===== config.mk =====
export PLATFORM = sky130hd
export DESIGN_NAME = fetch_stage
export DESIGN_NICKNAME = d
export VERILOG_FILES = /design/src/rtl/fetch_stage.sv
export SDC_FILE = /design/constraint.sdc
export NUM_CORES = 1
export LEC_CHECK = 0
export ABC_AREA = 1
export BUFFER_PORTS_ARGS = -buffer_cell sky130_fd_sc_hd__buf_2
export CORE_MARGIN = 3
export CORE_UTILIZATION = 51
export CTS_CLUSTER_DIAMETER = 150
export DETAILED_ROUTE_END_ITERATION = 6
export GPL_TIMING_DRIVEN = 0
export PLACE_DENSITY = 0.88
export SYNTH_ARGS = -nofsm -noshare
export SYNTH_HDL_FRONTEND = slang
export SYNTH_SLANG_ARGS = --single-unit

===== constraint.sdc =====
create_clock -name clk -period 2.1 [get_ports clk]
set_clock_uncertainty 0.05 [all_clocks]
set_input_delay 0.21 -clock clk [delete_from_list [all_inputs] [get_ports clk]]
set_output_delay 0.21 -clock clk [all_outputs]
set_load 0.05 [all_outputs]

===== src/rtl/fetch_stage.sv =====
// IF stage of the 5-stage MIPS core: PC register, I-cache fetch sequencer and IF/ID register.
// Cache misses hold the PC; a redirect taken during a miss is parked until the stale word returns.
module fetch_stage #(
    parameter logic [31:0] RESET_PC = 32'h0000_0000,
    parameter logic [31:0] NOP_INST = 32'h0000_0000
) (
    input  logic        clk,
    input  logic        rst,
    input  logic        stall,
    input  logic        PCSrc,
    input  logic        IF_Flush,
    input  logic        Jump,
    input  logic        JumpR,
    input  logic [31:0] branch_target,
    input  logic [31:0] jr_target,
    output logic        ICACHE_ren,
    output logic [29:0] ICACHE_addr,
    input  logic [31:0] ICACHE_rdata,
    input  logic        ICACHE_stall,
    output logic [31:0] pc_out,
    output logic [31:0] IF_ID_inst,
    output logic [31:0] IF_ID_pc_plus4,
    output logic        IF_ID_valid
);
    typedef enum logic [1:0] {ST_RUN, ST_MISS, ST_KILL} state_t;

    state_t      r_state, w_state_next;
    logic [31:0] r_pc, w_pc_next;
    logic [31:0] r_inst, w_inst_next;
    logic [31:0] r_pc4, w_pc4_next;
    logic        r_valid, w_valid_next;
    logic        r_ren;
    logic [31:0] r_pend_tgt, w_pend_tgt_next;
    logic        r_pend_vld, w_pend_vld_next;

    logic        w_redirect;
    logic [31:0] w_target_raw;
    logic [31:0] w_target;
    logic [31:0] w_pc_plus4;

    // Redirects seen under a load-use stall are dropped; ID presents them again afterwards.
    assign w_redirect   = (JumpR | Jump | PCSrc) & ~stall;
    assign w_target_raw = JumpR ? jr_target :
                          Jump  ? {r_pc4[31:28], r_inst[25:0], 2'b00} :
                                  branch_target;
    assign w_target     = w_target_raw & 32'hFFFF_FFFC;
    assign w_pc_plus4   = r_pc + 32'd4;

    always_comb begin
        w_state_next    = r_state;
        w_pc_next       = r_pc;
        w_inst_next     = r_inst;
        w_pc4_next      = r_pc4;
        w_valid_next    = r_valid;
        w_pend_tgt_next = r_pend_tgt;
        w_pend_vld_next = r_pend_vld;
        if (r_ren) begin
            if (ICACHE_stall) begin
                if (!stall) begin
                    w_inst_next  = NOP_INST;
                    w_pc4_next   = 32'd0;
                    w_valid_next = 1'b0;
                end
                if (w_redirect) begin
                    w_pend_tgt_next = w_target;
                    w_pend_vld_next = 1'b1;
                    w_state_next    = ST_KILL;
                end else if (r_state == ST_RUN) begin
                    w_state_next = ST_MISS;
                end
            end else if (r_state == ST_KILL) begin
                // The word returned here belongs to the abandoned path.
                w_pc_next       = w_redirect ? w_target : (r_pend_vld ? r_pend_tgt : r_pc);
                w_pend_vld_next = 1'b0;
                w_state_next    = ST_RUN;
                if (!stall) begin
                    w_inst_next  = NOP_INST;
                    w_pc4_next   = 32'd0;
                    w_valid_next = 1'b0;
                end
            end else begin
                w_state_next = ST_RUN;
                if (!stall) begin
                    if (w_redirect || IF_Flush) begin
                        w_pc_next    = w_redirect ? w_target : w_pc_plus4;
                        w_inst_next  = NOP_INST;
                        w_pc4_next   = 32'd0;
                        w_valid_next = 1'b0;
                    end else begin
                        w_pc_next    = w_pc_plus4;
                        w_inst_next  = ICACHE_rdata;
                        w_pc4_next   = w_pc_plus4;
                        w_valid_next = 1'b1;
                    end
                end
            end
        end
    end

    always_ff @(posedge clk) begin
        if (rst) begin
            r_state    <= ST_RUN;
            r_pc       <= RESET_PC;
            r_inst     <= NOP_INST;
            r_pc4      <= 32'd0;
            r_valid    <= 1'b0;
            r_ren      <= 1'b0;
            r_pend_tgt <= 32'd0;
            r_pend_vld <= 1'b0;
        end else begin
            r_state    <= w_state_next;
            r_pc       <= w_pc_next;
            r_inst     <= w_inst_next;
            r_pc4      <= w_pc4_next;
            r_valid    <= w_valid_next;
            r_ren      <= 1'b1;
            r_pend_tgt <= w_pend_tgt_next;
            r_pend_vld <= w_pend_vld_next;
        end
    end

    assign ICACHE_ren     = r_ren;
    assign ICACHE_addr    = r_pc[31:2];
    assign pc_out         = r_pc;
    assign IF_ID_inst     = r_inst;
    assign IF_ID_pc_plus4 = r_pc4;
    assign IF_ID_valid    = r_valid;
endmodule

## After elaboration in Yosys (flattened, before gate mapping)

Cells that the tools add are included.

| storage, ports and cells | value |
|---|---|
| register bits after elaboration | 131 |
| bits of input ports | 104 |
| logic and storage cells | 58 |

| operators by class | value |
|---|---|
| add/sub/neg operators | 1 |
| eq/ne operators | 6 |
| multiplexer cells | 30 |
| bitwise logic cells | 5 |
| reduce and logical (&&, ||, !) cells | 8 |

Operator list:

| operator | number |
|---|---|
| 32-bit 2-to-1 mux | 18 |
| 32-bit by 3-bit adder with 32-bit output, second input constant | 1 |
| 1-bit 2-to-1 mux | 9 |
| 2-bit 2-to-1 mux | 3 |
| 3-bit by 1-bit != test with 1-bit output, second input constant | 2 |
| 3-bit AND reduction | 2 |
| 2-bit by 1-bit != test with 1-bit output, second input constant | 2 |
| 2-bit AND reduction | 2 |
| 4-bit AND reduction | 1 |
| 3-bit != test, second input constant | 1 |
| 2-bit equality test, second input constant | 1 |
| 2-bit zero test | 1 |
| 1-bit NOT | 2 |
| 1-bit bitwise OR | 2 |
| 2-bit nonzero test | 1 |
| 1-bit AND | 1 |
| 1-bit logical OR | 1 |

## Logic depth before layout (Yosys ltp)

| depth | value |
|---|---|
| word-level depth | 8 |
| gate-level depth with buffers | 12 |
| mapped depth without buffers | 12 |

## Worst setup path before layout

Ideal clock, no wire load.

| timing path | value |
|---|---|
| path type | register -> register |
| start point | register r_pc[3], in the netlist pc_out[3] |
| end point | register r_pc[16], in the netlist pc_out[16] |
| arrival time | 1883 ps |
| path slack | 97 ps |
| cell stages (with the launch flop) | 10 |
| clock period less this slack | 2003 ps |
| cell sequence | dfxtp_1 -> ha_1 -> nand3_1 -> nor2_1 -> nand3_1 -> xnor2_1 -> nand2_1 -> nand2_1 -> nand2_1 -> a21oi_1 |

| on the way | value |
|---|---|
| cells in the longest elaborated chain, start to end | 5 |

RTL lines:

| what | RTL line | text |
|---|---|---|
| from (decl) | 28 | `logic [31:0] r_pc, w_pc_next;` |
| from (signal assigned) | 112 | `r_pc <= w_pc_next;` |
| 32-bit by 3-bit adder with 32-bit output * | 47 | `assign w_pc_plus4 = r_pc + 32'd4;` |
| 32-bit 2-to-1 mux | 85 | `w_pc_next = w_redirect ? w_target : w_pc_plus4;` |
| 32-bit 2-to-1 mux * | 84 | `if (w_redirect \|\| IF_Flush) begin` |
| 32-bit 2-to-1 mux * | 83 | `if (!stall) begin` |
| 32-bit 2-to-1 mux * | 71 | `end else if (r_state == ST_KILL) begin` |

Every way passes the cells marked *; elsewhere a longest branch is shown, timed or not. The select of a mux whose other input is x is not followed.
A chain may end at the register's enable or synchronous reset.

## Worst setup path in the final report

| timing path | value |
|---|---|
| start point | register r_pc[8], in the netlist pc_out[8] |
| end point | register r_pc[17], in the netlist pc_out[17] |

Same word-level chain as after synthesis.

==> impl_metrics.ini <==
[outcome]
result_of_the_run = finished, final reports clean

[pwr]
overall_power_w = 0.00680
pwr_density_cell_nw_per_um2 = 761
combinationalPowerShare_pct = 16.5
total_leakage_power_nw = 4.14
seqPwrFrac_pct = 38.7
power.ir.vdd_worst_uv = 529
net-switching-power_w = 0.00194
switching_share_pct = 28.6
share_clk_of_total_power_pct = 44.8
power.internal_w = 0.00485

[synthesis]
ys_warn_count = 0
post_synth.cell_area_avg_sq_um = 6.57
yosys.area.top_type_share_pct = 38.6
synth.cell_area_sq_um = 6690
cells_taking_the_most_area_after_synthesis = sky130_fd_sc_hd__dfxtp_1 (39%), sky130_fd_sc_hd__nand2_1 (20%), sky130_fd_sc_hd__a21oi_1 (11%)
synthDistinctLibCells = 35
postSynthRegisterBits = 129
syn-instance-count = 1018
synth_seq_area_share_pct = 38.6
yosys.area.top_type = sky130_fd_sc_hd__dfxtp_1

[route]
via_count = 7956
initial_drc_count = 852
vias_per_cell = 5.40
detail-route-antenna-nets = 0
routed_wirelength_mm = 23.7
dr.pass1.iters = 6
drt-wirelength-per-cell_um = 16.1
drc_errors = 0

[floorplanning]
initial_utilization_pct = 52.6
core_sq_um = 12700
design.die.area_sq_um = 14500
std_cell_rows = 41
fp.dieH_um = 121
fp.dieW_um = 121
top_level_ports = 232

[flow_run]
max-cap-violations = 0

[sta]
achievable-frequency_ghz = 0.516
tightest_slew_ns = 0.620
finalSetupViolations = 0
finalCritPeriodShare_pct = 92.3
post-route-min-period_ns = 1.94
fin_ws_ns = 0.161
fin_tns_setup_ns = 0
grt_setup_unrepaired = no
maxSlewViolCount = 0
hold_violations = 0
slew_headroom_pct = 58.6

[critical_path]
timing.critical_path.required_ns = 2.40
startpoint_type = flip-flop
critical_path.endpoint_type = flip-flop
critical_path_class = flip-flop to flip-flop
reg2reg_depth = 9
critical_path.max_fanout = 6
crit_arrival_ns = 2.24

[clocking]
clkTransAtPathRegs_ns = 0.06
tritoncts_clock_tree = built
cts.repair_timing.setup_buffer_count = 0
clockBufferDepth = 2
clock_sinks = 129
clock_root_buffer = sky130_fd_sc_hd__clkbuf_16
insertion_delay_ns = 0.42
cts_inserted_buffers = 17
htreeDepth = 4

[grt]
grt_pass1_wl_mm = 36.4
grt_overflow = 0
grt_use_total_pct = 31.9
antenna_found_initial = 0
largest_net_degree_at_the_start_of_global_routing = 17
via_count_of_the_first_global_routing_pass = 7305

[place]
gp_congestion = 0.927
post-place-ws_ns = 0.0330
io_buffers = 224
detailedPlacementHpwl_mm = 17.3

[cells_and_area]
layout-area-overhead-vs-synth_pct = 33.4
antenna_cells = 0
finalNetCount = 1392
drive_above_1_share_pct = 26.0
fillers = 1144

[hold_path]
worst_hold_path_type = primary input to flip-flop
worst_hold_path.num_cells = 3
logic make-up (layout without fill, tap and decap cells):
kind of cell / Yosys count / after routing / share of synthesized area, %
AO/OA/AOI/OAI: 254 / 254 / 19.9
other: 1 / 2 / 0.0561
AND/OR/NAND/NOR: 486 / 486 / 29.3
buffers and inverters: 133 / 414 / 10.2
flip-flops: 129 / 129 / 38.6
adder cells (fa/ha/maj): 1 / 1 / 0.187
XOR/XNOR: 14 / 14 / 1.83
stage by stage:
step / hold slack (ns) / cell area [sq um] / std cells / util (%)
floorplan: 0.304 / 6690 / 1019 / -
global placement: 0.386 / 8030 / 1415 / 63.1
detailed placement: 0.383 / 8030 / 1415 / 63.1
CTS: 0.00247 / 8900 / 1472 / 70.0
global route: 0.0129 / 8920 / 1472 / 70.2
finish: 0.0108 / 8920 / 1472 / 70.2
path summary, 6_finish.rpt:
kind	startpoint	to	slack [ns]
max	pc_out[8]	pc_out[17]	0.16
min	ICACHE_rdata[9]	IF_ID_inst[9]	0.01
max reg2reg	pc_out[8]	pc_out[17]	0.16
min reg2reg	IF_ID_pc_plus4[0]	IF_ID_pc_plus4[0]	0.40
worst max-delay path: stages, from the launching register on:
cell                      delay, ns
sky130_fd_sc_hd__dfxtp_1       0.50
sky130_fd_sc_hd__nand2_1       0.17
sky130_fd_sc_hd__nor2_1        0.15
sky130_fd_sc_hd__nand2_2       0.15
sky130_fd_sc_hd__nor2_1        0.17
sky130_fd_sc_hd__xor2_1        0.26
sky130_fd_sc_hd__nand2_1       0.14
sky130_fd_sc_hd__nand2_1       0.08
sky130_fd_sc_hd__nand2_1       0.07
sky130_fd_sc_hd__a21oi_1       0.12
synth_stat cells, drive strengths merged:
| cell | number |
|---|---|
| o21ai | 91 |
| conb | 1 |
| and2 | 1 |
| dfxtp | 129 |
| a22o | 1 |
| a31oi | 1 |
| nand2 | 368 |
| xor2 | 12 |
| a21oi | 152 |
| a21o | 1 |
| buf | 57 |
| nand3 | 47 |
| a211oi | 2 |
| o211ai | 4 |
| nand3b | 5 |
| xnor2 | 2 |
| and3 | 1 |
| inv | 41 |
| ha | 1 |
| o31ai | 2 |
| nor2 | 64 |
| clkbuf | 35 |
sequential cells by signal (all words and copies together), names as in the netlist:
signal / cells
r_pend_vld: 1
ICACHE_ren: 1
r_pend_tgt: 30
IF_ID_valid: 1
r_state: 2
IF_ID_inst: 32
pc_out: 30
IF_ID_pc_plus4: 32
power by group through the flow:
stage | registers, W | logic [W] | clock network (W)
after floorplan | 0.00280 | 0.000583 | 0
after global placement | 0.00267 | 0.00104 | 0
after global routing | 0.00264 | 0.00120 | 0.00318
after detailed placement | 0.00267 | 0.00106 | 0
after CTS | 0.00262 | 0.00110 | 0.00305
final | 0.00263 | 0.00112 | 0.00305
area by class of cell:
class | instances | area [sq um] | area share (%)
Multi-Input combinational cell | 757 | 3450 | 38.7
Sequential cell | 129 | 2590 | 29.0
Timing Repair Buffer | 249 | 1370 | 15.4
Buffer | 92 | 527 | 5.90
Clock buffer | 25 | 526 | 5.89
Tap cell | 172 | 215 | 2.41
Inverter | 41 | 154 | 1.72
Clock inverter | 7 | 96.3 | 1.08
layer usage:
layer	vias to the layer above	share of wire (%)	track usage (%)	wire [um]
met5	-	0	0	0
met4	0	3.9	15.4	925
met3	82	11	7.76	2540
met2	483	47	51.9	11200
met1	3571	38	39.5	9030
li1	3820	-	-	-
what timing repair did:
action                     CTS  global route
hold endpoints to repair    25             0
hold buffers                25             0
gates resized for setup      0             9
setup endpoints to repair    0            19
placed cells by master (no fill, tap or decap), drive strengths merged, types with 4 or more instances in the layout:
| cell | count |
|---|---|
| nand3b | 5 |
| nand3 | 47 |
| o211ai | 4 |
| dfxtp | 129 |
| clkbuf | 60 |
| dlygate4sd3 | 25 |
| inv | 41 |
| nor2 | 64 |
| nand2 | 368 |
| xor2 | 12 |
| o21ai | 91 |
| a21oi | 152 |
| buf | 281 |
Note: power is estimated with default switching activity, not from simulation.
